$ cat src/rtl/cmd_rx_pkt.sv
// cmd_rx_pkt: byte-stream command frame receiver.
// Frame format: SYNC, OP, COUNT, ADDR_BYTES address bytes (LSB first), CRC-8.
// The CRC covers OP, COUNT and the address bytes. A frame that passes the
// check is presented as a held request on the mreq valid/ready handshake.
// Optional feature: define CMD_RX_PKT_TIMEOUT_EN to enable the inter-byte
// timeout, which abandons a frame that stalls for TIMEOUT_CYCLES cycles.
module cmd_rx_pkt #(
  parameter int         ADDR_BYTES     = 4,
  parameter logic [7:0] SYNC_BYTE      = 8'hA3,
  parameter logic [7:0] CRC_POLY       = 8'h07,
  parameter int         TIMEOUT_CYCLES = 1024,
  parameter int         CNT_W          = 8
) (
  input  logic                    i_clk,
  input  logic                    i_rst_n,
  // byte stream
  input  logic                    i_rx_valid,
  input  logic [7:0]              i_rx_data,
  output logic                    o_rx_ready,
  // request
  output logic                    o_mreq_valid,
  input  logic                    i_mreq_ready,
  output logic                    o_mreq_wr,
  output logic                    o_mreq_aincr,
  output logic [1:0]              o_mreq_wsize,
  output logic [7:0]              o_mreq_wcount,
  output logic [8*ADDR_BYTES-1:0] o_mreq_addr,
  // status
  output logic                    o_err_crc,
  output logic                    o_err_timeout,
  output logic [CNT_W-1:0]        o_crc_err_cnt,
  output logic [CNT_W-1:0]        o_timeout_cnt
);

  typedef enum logic [2:0] {
    S_HUNT,
    S_OP,
    S_CNT,
    S_ADDR,
    S_CRC,
    S_OUT
  } state_t;

  // Index of the final address byte; the index register is 3 bits since
  // ADDR_BYTES never exceeds 4.
  localparam logic [2:0] LAST_IDX = 3'(ADDR_BYTES - 1);

  state_t                  state_q, state_d;
  logic                    rx_fire;
  logic                    crc_match;
  logic                    crc_fail;
  logic                    timeout_hit;

  logic [7:0]              crc_q;
  logic                    op_wr_q;
  logic                    op_aincr_q;
  logic [1:0]              op_wsize_q;
  logic [7:0]              cnt_q;
  logic [8*ADDR_BYTES-1:0] addr_q;
  logic [2:0]              idx_q;

  // One byte of CRC-8, MSB first, no reflection.
  function automatic logic [7:0] crc8_byte(input logic [7:0] crc, input logic [7:0] data);
    logic [7:0] c;
    c = crc ^ data;
    for (int i = 0; i < 8; i++) begin
      c = c[7] ? ((c << 1) ^ CRC_POLY) : (c << 1);
    end
    return c;
  endfunction

  // Ready everywhere except while a request is pending; a byte moves only
  // when both sides agree.
  assign o_rx_ready   = (state_q != S_OUT);
  assign o_mreq_valid = (state_q == S_OUT);
  assign rx_fire      = i_rx_valid && o_rx_ready;

  // Next-state decode and the CRC verdict for the closing byte.
  always_comb begin
    // NOTE: every signal written here gets a default first, so no path can
    // leave one unassigned and infer a latch.
    state_d   = state_q;
    crc_match = 1'b0;
    crc_fail  = 1'b0;
    unique case (state_q)
      S_HUNT: if (rx_fire && (i_rx_data == SYNC_BYTE)) state_d = S_OP;
      S_OP:   if (rx_fire) state_d = S_CNT;
      S_CNT:  if (rx_fire) state_d = S_ADDR;
      S_ADDR: if (rx_fire && (idx_q == LAST_IDX)) state_d = S_CRC;
      S_CRC: begin
        if (rx_fire) begin
          if (i_rx_data == crc_q) begin
            crc_match = 1'b1;
            state_d   = S_OUT;
          end else begin
            crc_fail = 1'b1;
            state_d  = S_HUNT;
          end
        end
      end
      S_OUT:  if (i_mreq_ready) state_d = S_HUNT;
      default: state_d = S_HUNT;
    endcase
    // A stalled frame is abandoned; the timer never fires on a cycle that
    // accepts a byte, so this cannot collide with the decisions above.
    if (timeout_hit) state_d = S_HUNT;
  end

  // State register.
  always_ff @(posedge i_clk or negedge i_rst_n) begin
    // NOTE: clocked state uses non-blocking assignments so every register
    // samples the pre-edge values regardless of statement order.
    if (!i_rst_n) state_q <= S_HUNT;
    else          state_q <= state_d;
  end

  // Running CRC: cleared while hunting, folded in over OP, COUNT and address.
  always_ff @(posedge i_clk or negedge i_rst_n) begin
    if (!i_rst_n) begin
      crc_q <= 8'h00;
    end else if (rx_fire) begin
      case (state_q)
        S_HUNT:              crc_q <= 8'h00;
        S_OP, S_CNT, S_ADDR: crc_q <= crc8_byte(crc_q, i_rx_data);
        default:             crc_q <= crc_q;
      endcase
    end
  end

  // Field capture; address bytes land little-endian by index.
  always_ff @(posedge i_clk or negedge i_rst_n) begin
    if (!i_rst_n) begin
      op_wr_q    <= 1'b0;
      op_aincr_q <= 1'b0;
      op_wsize_q <= 2'b00;
      cnt_q      <= 8'h00;
      addr_q     <= '0;
      idx_q      <= 3'd0;
    end else if (rx_fire) begin
      case (state_q)
        S_OP: begin
          op_wr_q    <= i_rx_data[0];
          op_aincr_q <= i_rx_data[3];
          op_wsize_q <= i_rx_data[5:4];
        end
        S_CNT: begin
          cnt_q <= i_rx_data;
          idx_q <= 3'd0;
        end
        S_ADDR: begin
          for (int k = 0; k < ADDR_BYTES; k++) begin
            if (idx_q == 3'(k)) addr_q[8*k +: 8] <= i_rx_data;
          end
          idx_q <= idx_q + 3'd1;
        end
        default: ;
      endcase
    end
  end

  // Request fields load only on a good CRC and stay put through OUT.
  always_ff @(posedge i_clk or negedge i_rst_n) begin
    if (!i_rst_n) begin
      o_mreq_wr     <= 1'b0;
      o_mreq_aincr  <= 1'b0;
      o_mreq_wsize  <= 2'b00;
      o_mreq_wcount <= 8'h00;
      o_mreq_addr   <= '0;
    end else if (crc_match) begin
      o_mreq_wr     <= op_wr_q;
      o_mreq_aincr  <= op_aincr_q;
      o_mreq_wsize  <= op_wsize_q;
      o_mreq_wcount <= cnt_q;
      o_mreq_addr   <= addr_q;
    end
  end

  // CRC error pulse and saturating error count.
  always_ff @(posedge i_clk or negedge i_rst_n) begin
    if (!i_rst_n) begin
      o_err_crc     <= 1'b0;
      o_crc_err_cnt <= '0;
    end else begin
      o_err_crc <= crc_fail;
      if (crc_fail && (o_crc_err_cnt != {CNT_W{1'b1}})) begin
        o_crc_err_cnt <= o_crc_err_cnt + CNT_W'(1);
      end
    end
  end

`ifdef CMD_RX_PKT_TIMEOUT_EN
  localparam int               TMR_W     = $clog2(TIMEOUT_CYCLES) + 1;
  localparam logic [TMR_W-1:0] TMR_LIMIT = TMR_W'(TIMEOUT_CYCLES - 1);

  logic             timed_state;
  logic [TMR_W-1:0] timer_q;

  // Only mid-frame states are watched; hunting and a pending request wait forever.
  assign timed_state = (state_q == S_OP) || (state_q == S_CNT) ||
                       (state_q == S_ADDR) || (state_q == S_CRC);
  assign timeout_hit = timed_state && !rx_fire && (timer_q == TMR_LIMIT);

  // Idle-cycle timer, restarted by every accepted byte.
  always_ff @(posedge i_clk or negedge i_rst_n) begin
    if (!i_rst_n) begin
      timer_q <= '0;
    end else if (!timed_state || rx_fire || timeout_hit) begin
      timer_q <= '0;
    end else begin
      timer_q <= timer_q + TMR_W'(1);
    end
  end

  // Timeout pulse and saturating timeout count.
  always_ff @(posedge i_clk or negedge i_rst_n) begin
    if (!i_rst_n) begin
      o_err_timeout <= 1'b0;
      o_timeout_cnt <= '0;
    end else begin
      o_err_timeout <= timeout_hit;
      if (timeout_hit && (o_timeout_cnt != {CNT_W{1'b1}})) begin
        o_timeout_cnt <= o_timeout_cnt + CNT_W'(1);
      end
    end
  end
`else
  assign timeout_hit   = 1'b0;
  assign o_err_timeout = 1'b0;
  assign o_timeout_cnt = '0;
`endif

endmodule

$ cat config.mk
export PLATFORM = sky130hd
export DESIGN_NAME = cmd_rx_pkt
export DESIGN_NICKNAME = d
export VERILOG_FILES = /design/src/rtl/cmd_rx_pkt.sv
export SDC_FILE = /design/constraint.sdc
export NUM_CORES = 1
export LEC_CHECK = 0
export ABC_AREA = 1
export ABC_CLOCK_PERIOD_IN_PS = 2000
export CORE_MARGIN = 4
export CORE_UTILIZATION = 45
export DETAILED_ROUTE_END_ITERATION = 6
export PLACE_DENSITY = 0.68
export SKIP_LAST_GASP = 1
export SYNTH_ARGS = -nofsm -noshare
export SYNTH_HDL_FRONTEND = slang
export SYNTH_SLANG_ARGS = --single-unit
$ cat constraint.sdc
create_clock -name i_clk -period 2 [get_ports i_clk]
set_clock_uncertainty 0.05 [all_clocks]
set_input_delay 0.6 -clock i_clk [delete_from_list [all_inputs] [get_ports i_clk]]
set_output_delay 0.6 -clock i_clk [all_outputs]
set_load 0.02 [all_outputs]
==> impl_metrics.json, run 1 <==
{
  "status": "finished clean",
  "synth_common_cells": "nand2_1 (226), dfrtp_1 (111), nand3_1 (64)",
  "numClockSinks": 111,
  "combPwrFrac_pct": 31.5,
  "p_leak_nw": 3.75,
  "synth_area_leaders": "dfrtp_1 (54%), nand2_1 (17%), nand3_1 (6.3%), o21ai_0 (4.4%), ha_1 (2.2%)",
  "coreArea_sq_um": 11000,
  "tns_ps": 0,
  "crit_path_end_kind": "primary output",
  "critPathBufInv": 1,
  "crit_chain": "clkdlybuf4s50_1",
  "synthArstFlopShare_pct": 100,
  "yosysSeqAreaShare_pct": 54.3,
  "yosysMostFrequentCell": "nand2_1",
  "htree_levels": 3,
  "ys_ff_latch": 111,
  "power.internal_mw": 4.60,
  "portBuffers": 66,
  "rsz0062_at_grt": "true",
  "ctsRootBufferMaster": "clkbuf_16",
  "wl_mm": 12.1,
  "cts_hold_buffers": 0,
  "vdd_drop_max_mv": 0.555,
  "synth_top_area_cell": "dfrtp_1",
  "grt_pass1_wl_mm": 20.0,
  "diodes": 0,
  "syn_area_sq_um": 5110,
  "vias_per_cell": 4.98,
  "hold_violations": 0,
  "yosysWarnings": 0,
  "synth_edf_count": 0,
  "start_util_pct": 46.6,
  "grt_max_degree": 49,
  "clk_pin_slew_ps": 70,
  "crit_family": "buffers and inverters",
  "syn_inst": 583,
  "ys.flop_type": "dfrtp_1",
  "slowest_stage": "clkdlybuf4s50_1",
  "max_freq_mhz": 503,
  "insertion_delay_ps": 350,
  "globalplace.congestion": 0.866,
  "syn_area_per_cell_sq_um": 8.77,
  "place_area_sq_um": 6190,
  "dieArea_sq_um": 13100,
  "drc": 0,
  "track_usage_pct": 18.9,
  "ys_types": 29,
  "cap_violations": 0,
  "p_sw_mw": 2.46,
  "hp-class": "input port to asynchronous set/reset pin",
  "num_io_pins": 76,
  "post_drt_wl_per_cell_microns": 14.4,
  "grt.busiest_layer": "met2",
  "fin_nets": 718,
  "power.clock.fraction_pct": 24.3,
  "met1_usage_pct": 24.4,
  "vias": 4195,
  "startpoint_type": "flip-flop",
  "finalInstanceArea_sq_um": 6660,
  "p_per_area_nw_per_um2": 1060,
  "drtIter0Drc": 236,
  "firstDrtPassIters": 4,
  "p_sw_share_pct": 34.9,
  "cp_data_arrival_time_ps": 1340,
  "cpPeakStageDelay_ps": 610,
  "finalCritPeriodShare_pct": 99.4,
  "crit_type": "flip-flop to primary output",
  "antenna_found_initial": 0,
  "power_frac_seq_pct": 44.2,
  "use_met3_pct": 3.65,
  "cts_tree": "done",
  "place_hpwl_mm": 8.55,
  "required_ps": 1350,
  "area_growth_syn_to_layout_pct": 30.1,
  "drtAntennaViolNets": 0,
  "netlist.area_leader.share_pct": 54.3,
  "cts_inserted_buffers": 9,
  "fill_cells": 946,
  "grt_pass1_vias": 4238,
  "grt_use_met2_pct": 32.0,
  "die_x_microns": 115,
  "layout-drive-gt1-share_pct": 16.1,
  "period_minus_slack_ps": 1990,
  "cts_buffer_depth": 2,
  "overflow": 0,
  "cp_max_fo": 2,
  "setup_viol": 0,
  "rows": 38,
  "die_y_microns": 115,
  "slew_violations": 0
}
[per-stage QoR]
step / setup slack, ps / total power, mW / hold slack (ps) / utilization [%] / std cells
6_report: 12.6 / 7.07 / 41.7 / 60.6 / 842
5_1_grt: -27.0 / 7.57 / 51.6 / 60.6 / 842
4_1_cts: -53.8 / 7.09 / 36.8 / 59.2 / 836
3_5_place_dp: -638 / 5.32 / 409 / 56.4 / 819
3_3_place_gp: -638 / 5.22 / 404 / 56.4 / 819
2_1_floorplan: 16.8 / 4.53 / 254 / - / 591
[cell families after synthesis]
group,synth area share [%]
other,0.0733
AND/OR/NAND/NOR,28.6
flip-flops,54.3
AO/OA/AOI/OAI,5.51
buffers and inverters,6.75
adder cells (fa/ha/maj),2.20
XOR/XNOR,2.57
[worst paths after layout]
check / from / endpoint / slack, ps / depth (start not counted)
hold reg to reg: o_mreq_wcount[2] / o_mreq_wcount[2] / 420 / 2
max in group asynchronous: i_rst_n / o_mreq_addr[17] / 1290 / 2
setup / recovery: o_mreq_addr[27] / o_mreq_addr[27] / 10 / 1
setup reg to reg: crc_q[4] / o_mreq_wcount[1] / 130 / 11
min in group i_clk: o_mreq_wcount[2] / o_mreq_wcount[2] / 420 / 2
hold / removal: i_rst_n / o_mreq_addr[8] / 40 / 1
[cells in the final DEF, fill, tap and decap left out, types with 6 or more instances in the layout]
cell               n
conb_1             9
nand2_2            8
clkbuf_16         12
clkdlybuf4s50_1   31
nand2_1          221
dlymetal6s2s_1    17
inv_1             28
ha_1               6
dlygate4sd2_1      9
nand4_1            6
buf_4             47
o21ai_0           45
dfrtp_1          111
nor2_1            19
xor2_1            11
nand3_1           63
clkbuf_2           7
[state kept, by name, indices dropped and copies added (netlist names)]
signal,flops
o_err_crc,1
idx_q,3
o_mreq_wsize,2
o_mreq_wcount,8
o_crc_err_cnt,8
o_mreq_wr,1
o_mreq_aincr,1
addr_q,32
op_aincr_q,1
cnt_q,8
crc_q,8
op_wsize_q,2
o_mreq_addr,32
state_q,3
op_wr_q,1
[power groups by stage]
stage	clock [mW]	sequential, mW	combinational [mW]
after floorplan	0	3.12	1.41
after global placement	0	3.12	2.10
after detailed placement	0	3.15	2.18
after CTS	1.77	3.11	2.21
after global routing	1.84	3.19	2.54
final	1.72	3.12	2.22
[repair_timing]
action / CTS / global route
gates resized for setup: 24 / 46
pin swaps: 4 / 8
endpoints found under the setup margin: 64 / 65
buffers inserted: 1 / 2
cloned: 0 / 4
hold endpoints to repair: 0 / 0
[layer usage]
layer  wire length (microns)  up-vias
li1                        -     2084
met1                    5170     1975
met2                    6010      121
met3                     777       15
met4                     159        0
met5                       0        -
[layout make-up]
class | instances | area, sq um | share of cell area (%)
flip-flops and latches | 111 | 2780 | 41.7
inverters | 33 | 129 | 1.94
repair buffers | 122 | 1200 | 18.0
clock inverters | 5 | 38.8 | 0.583
multi-input cells | 420 | 2090 | 31.5
clock buffers | 11 | 243 | 3.65
well taps | 140 | 175 | 2.63
No activity file was read; power rests on OpenSTA's default activity.
==> run 2, diff against run 1 <==
ABC_AREA = unset   (was 1)
PLACE_DENSITY = 0.69   (was 0.68)
==> impl_metrics.json, run 2 <==
{
  "synthArstFlopShare_pct": 100,
  "routed-wl-met2_mm": 5.00,
  "cts_inserted_buffers": 9,
  "slew_violations": 0,
  "hold_slack_ps": 112,
  "top_regs": "addr_q x32, o_mreq_addr x32",
  "fill_cells": 849,
  "p_leak_nw": 3.45,
  "drc": 0,
  "yosysSeqAreaShare_pct": 57.5,
  "status": "complete, but fails checks",
  "grt_pass1_vias": 3184,
  "layout-drive-gt1-share_pct": 35.9,
  "insertion_delay_ps": 370,
  "p_sw_share_pct": 30.9,
  "coreArea_sq_um": 10400,
  "crit_path_end_kind": "flip-flop",
  "setup_slack_ps": -62.8,
  "firstDrtPassIters": 4,
  "wl_mm": 10.3,
  "synth_top_area_cell": "dfrtp_1",
  "yosysWarnings": 0,
  "finalCritPeriodShare_pct": 103,
  "drtAntennaViolNets": 0,
  "track_usage_pct": 17.1,
  "p_per_area_nw_per_um2": 1050,
  "diodes": 0,
  "num_io_pins": 76,
  "p_sw_mw": 2.07,
  "vdd_drop_max_mv": 0.429,
  "post-route-util_pct": 61.8,
  "dieArea_sq_um": 12500,
  "synth_common_cells": "dfrtp_1 (111), mux2_2 (48), mux2_1 (41)",
  "synth_edf_count": 0,
  "start_util_pct": 46.6,
  "htree_levels": 3,
  "slowest_stage": "dfrtp_2",
  "cpPeakStageDelay_ps": 450,
  "rows": 37,
  "combPwrFrac_pct": 32.5,
  "yosysMostFrequentCell": "dfrtp_1",
  "syn_inst": 351,
  "fin_nets": 479,
  "startpoint_type": "flip-flop",
  "antenna_found_initial": 0,
  "cp_data_arrival_time_ps": 2280,
  "top_layer": "met4",
  "cts_hold_buffers": 0,
  "overflow": 0,
  "power.clock.fraction_pct": 20.4,
  "violations": "setup timing",
  "crit_top_cell": "nand3_4",
  "post_drt_wl_per_cell_microns": 17.3,
  "syn_area_per_cell_sq_um": 13.8,
  "final_cell_mix": "dfrtp_1 (110), mux2_2 (48), dlygate4sd2_1 (48), buf_4 (34), mux2_4 (25)",
  "ys.flop_type": "dfrtp_1",
  "drtIter0Drc": 107,
  "grt_pass1_wl_mm": 16.9,
  "globalplace.congestion": 0.828,
  "die_y_microns": 112,
  "layout_commonest_cell": "dfrtp_1",
  "cap_violations": 0,
  "wl_met3_microns": 311,
  "syn_area_sq_um": 4830,
  "ys_types": 44,
  "power.internal_mw": 4.64,
  "ys_ff_latch": 111,
  "rsz0062_at_grt": "true",
  "crit_type": "flip-flop to flip-flop",
  "portBuffers": 66,
  "vias_per_cell": 5.02,
  "netlist.area_leader.share_pct": 57.5,
  "max_freq_mhz": 485,
  "numClockSinks": 111,
  "setup_viol": 21,
  "crit_chain": "xnor2_4, ha_2, nand3_4, nor3_4, nand3_4, buf_6, buf_16, mux2_4",
  "power_frac_seq_pct": 47.1,
  "grt_max_degree": 40,
  "clk_pin_slew_ps": 110,
  "die_x_microns": 112,
  "period_minus_slack_ps": 2060,
  "cts_tree": "done",
  "area_growth_syn_to_layout_pct": 32.6,
  "cts_buffer_depth": 2,
  "vias": 3002,
  "synth_area_leaders": "dfrtp_1 (57%), mux2_2 (11%), mux2_1 (9.6%), xnor2_1 (2.7%), ha_1 (2.3%)",
  "required_ps": 2220,
  "cp_max_fo": 7,
  "wl_met1_mm": 4.94,
  "hp-class": "input port to asynchronous set/reset pin",
  "ctsRootBufferMaster": "clkbuf_8",
  "hold_violations": 0,
  "place_hpwl_mm": 7.05
}
run 2: changes by cell type in the layout (fill, tap and decap cells not counted), sizes merged, moves of 21 or more:
cell           change
nand3             -61
nor2              -21
dlygate4sd2       +39
o21ai             -37
mux2              +90
clkdlybuf4s50     -29
nand2            -211
inv               -27
run 2: power groups by stage:
stage | logic [mW] | registers, mW | clock network, mW
detailed placement | 2.12 | 3.18 | 0
floorplan | 1.49 | 3.11 | 0
global placement | 2.06 | 3.16 | 0
CTS | 2.15 | 3.14 | 1.41
global route | 2.41 | 3.24 | 1.49
finish | 2.18 | 3.16 | 1.37
run 2: worst paths after layout:
path,to,depth (start not counted),slack [ps],startpoint
setup / recovery,o_mreq_wcount[6],8,-60,crc_q[2]
hold / removal,addr_q[10],1,110,i_rst_n
setup reg to reg,o_mreq_wcount[6],8,-60,crc_q[2]
hold reg to reg,o_mreq_wsize[1],1,440,op_wsize_q[1]
max in group asynchronous,o_mreq_wcount[7],2,1210,i_rst_n
min in group i_clk,o_mreq_wsize[1],1,440,op_wsize_q[1]
run 2: what timing repair did:
item                       in CTS  in global routing
pin swaps                       8                  6
setup buffers                   6                  3
hold endpoints to repair        0                  0
gates resized for setup        86                 39
cloned                          3                  0
setup endpoints to repair     105                 82
run 2: critical path, delay by kind of cell, from the launching register on:
family | cells | cell delay (ps)
xor+xnor | 1 | 190
fa+ha+maj | 1 | 220
buf+inv | 2 | 320
flops | 1 | 450
mux | 1 | 300
simple gates | 3 | 430
run 2: per-layer routing:
layer | track usage (%) | vias up
met2 | 27.5 | 58
met3 | 2.83 | 7
met5 | 0 | -
met4 | 5.35 | 0
met1 | 24.1 | 1521
li1 | - | 1416
run 2: final cells by class:
cell class	instances	area (sq um)	share of cell area, %
sequential	111	2780	43.4
timing repair buffer	114	1120	17.5
tap	136	170	2.66
clock buffer	9	124	1.93
multi-input combinational	215	2100	32.9
clock inverter	6	78.8	1.23
inverter	7	26.3	0.410
run 2: cell families after synthesis:
logic type	synth area share, %
simple gates	6.73
compound gates	2.87
buf+inv	3.78
xor+xnor	5.65
flops	57.5
fa+ha+maj	2.33
mux	21.1
other cells	0.0776
run 2: through the flow:
step	TNS [ps]	area [sq um]	std cells	worst slack, ps	power, mW
after floorplan	-5740	4970	359	-136	4.61
after global placement	-58920	6010	573	-795	5.22
after detailed placement	-60280	6010	573	-833	5.30
after CTS	-504	6290	597	-44.3	6.70
after global routing	-4270	6400	598	-154	7.14
final	-877	6400	598	-62.8	6.71
==> run 3, diff against run 2 <==
CORE_UTILIZATION = 53   (was 45)
PLACE_DENSITY = 0.79   (was 0.69)
==> impl_metrics.json, run 3 (synthesis results as in run 2) <==
{
  "register_area_sq_um": 2780,
  "status": "complete, but fails checks",
  "clk_pin_slew_ps": 110,
  "vias": 3254,
  "rows": 34,
  "antenna_found_initial": 0,
  "power.clock.fraction_pct": 20.2,
  "slowest_stage": "mux2_1",
  "cts_buffer_depth": 2,
  "setup_viol": 44,
  "hold_slack_ps": 60.0,
  "top_regs": "addr_q x32, o_mreq_addr x32",
  "drtIter0Drc": 90,
  "p_sw_share_pct": 32.3,
  "setup_slack_ps": -123,
  "use_met3_pct": 4.76,
  "violations": "setup timing",
  "power_frac_seq_pct": 45.9,
  "htree_levels": 3,
  "p_per_area_nw_per_um2": 1060,
  "layout_commonest_cell": "dfrtp_1",
  "vdd_drop_max_mv": 0.457,
  "grt_use_met2_pct": 38.5,
  "firstDrtPassIters": 4,
  "cap_violations": 0,
  "critPathBufInv": 3,
  "dp.cells": 553,
  "p_leak_nw": 3.62,
  "numClockSinks": 111,
  "fin_cells": 589,
  "cts_tree": "done",
  "max_freq_mhz": 471,
  "dieArea_sq_um": 10700,
  "final_cell_mix": "dfrtp_1 (110), mux2_2 (48), buf_4 (48), dlygate4sd2_1 (44), mux2_1 (23)",
  "die_y_microns": 103,
  "cp_max_fo": 7,
  "slew_violations": 0,
  "multi_input_area_sq_um": 2100,
  "post_drt_wl_per_cell_microns": 19.9,
  "crit_path_end_kind": "flip-flop",
  "start_util_pct": 54.9,
  "grt_pass1_vias": 3463,
  "num_io_pins": 76,
  "cpPeakStageDelay_ps": 350,
  "portBuffers": 66,
  "p_sw_mw": 2.24,
  "required_ps": 2200,
  "fill_cells": 566,
  "coreArea_sq_um": 8810,
  "met1_usage_pct": 30.6,
  "globalplace.congestion": 0.839,
  "crit_chain": "clkdlybuf4s15_2, xnor2_2, ha_2, nand3_4, nor3_4, nand3_4, buf_4, buf_12, mux2_1",
  "crit_top_cell": "nand3_4",
  "insertion_delay_ps": 370,
  "drc": 0,
  "power.internal_mw": 4.70,
  "cp_data_arrival_time_ps": 2330,
  "area_growth_syn_to_layout_pct": 36.1,
  "hp-class": "input port to asynchronous set/reset pin",
  "grt_max_degree": 37,
  "crit_family": "buffers and inverters",
  "fin_nets": 498,
  "overflow": 0,
  "crit_type": "input port to flip-flop",
  "wl_mm": 11.7,
  "hold_violations": 0,
  "ctsRootBufferMaster": "clkbuf_8",
  "die_x_microns": 103,
  "p_total_mw": 6.94,
  "diodes": 0,
  "grt.busiest_layer": "met2",
  "drtAntennaViolNets": 0,
  "layout-drive-gt1-share_pct": 38.3,
  "combPwrFrac_pct": 33.9,
  "rsz0062_at_grt": "true",
  "cts_inserted_buffers": 9,
  "startpoint_type": "input port",
  "place_hpwl_mm": 7.36,
  "period_minus_slack_ps": 2120,
  "vias_per_cell": 5.52,
  "grt_pass1_wl_mm": 18.4,
  "track_usage_pct": 23.2,
  "finalCritPeriodShare_pct": 106
}
run 3: cell count changes in the layout (fill, tap and decap cells not counted), moves of 3 or more:
cell	delta
buf_4	+14
dlymetal6s2s_1	+3
dlygate4sd2_1	-4
mux2_4	-6
mux2_1	+6
run 3: worst register-to-register path, stage by stage (launching register included):
cell     delay (ps)
dfrtp_1         430
xnor2_2         180
ha_2            230
nand3_4         100
nor3_4          170
nand3_4         170
buf_4           190
buf_12          140
mux2_1          350
run 3: path summary, 6_finish.rpt:
kind,start,to,slack (ps),cells past startpoint
min in group i_clk,o_mreq_addr[23],o_mreq_addr[23],450,1
worst min register to register,o_mreq_addr[23],o_mreq_addr[23],450,1
worst max-delay path,i_rx_data[5],o_mreq_addr[13],-120,9
worst min-delay path,i_rst_n,o_mreq_addr[8],60,1
max in group asynchronous,i_rst_n,op_wr_q,1240,2
worst max register to register,crc_q[7],o_mreq_addr[13],-120,8
run 3: stage by stage:
step	TNS (ps)	setup WS [ps]	utilization [%]	cell area (sq um)
floorplan	-5740	-136	-	4970
global placement	-54610	-851	68.2	6010
detailed placement	-59460	-876	68.2	6010
CTS	-2010	-103	73.4	6460
global route	-6430	-184	74.6	6570
finish	-2700	-123	74.6	6570
run 3: power by group through the flow:
stage / sequential [mW] / clock [mW] / combinational [mW]
after floorplan: 3.11 / 0 / 1.49
after global placement: 3.17 / 0 / 2.09
after detailed placement: 3.21 / 0 / 2.18
after CTS: 3.16 / 1.41 / 2.30
after global routing: 3.26 / 1.51 / 2.58
final: 3.19 / 1.40 / 2.35
run 3: cell type report:
type	instances	area share, %
Clock buffer	9	1.88
Tap cell	108	2.06
Inverter	7	0.400
Clock inverter	6	1.22
Multi-Input combinational cell	215	31.9
Sequential cell	111	42.3
Timing Repair Buffer	133	20.2
run 3: metal layers:
metal	part of all wire (%)	routed length (microns)
met5	0	0
met4	2.4	280
met1	43	5030
met3	5.1	594
met2	50	5850
run 3: timing repair:
item,CTS,global route
pin swaps,14,9
endpoints found under the setup margin,102,87
hold buffers,0,0
setup buffers,10,8
gates resized for setup,104,31
gates cloned,4,2
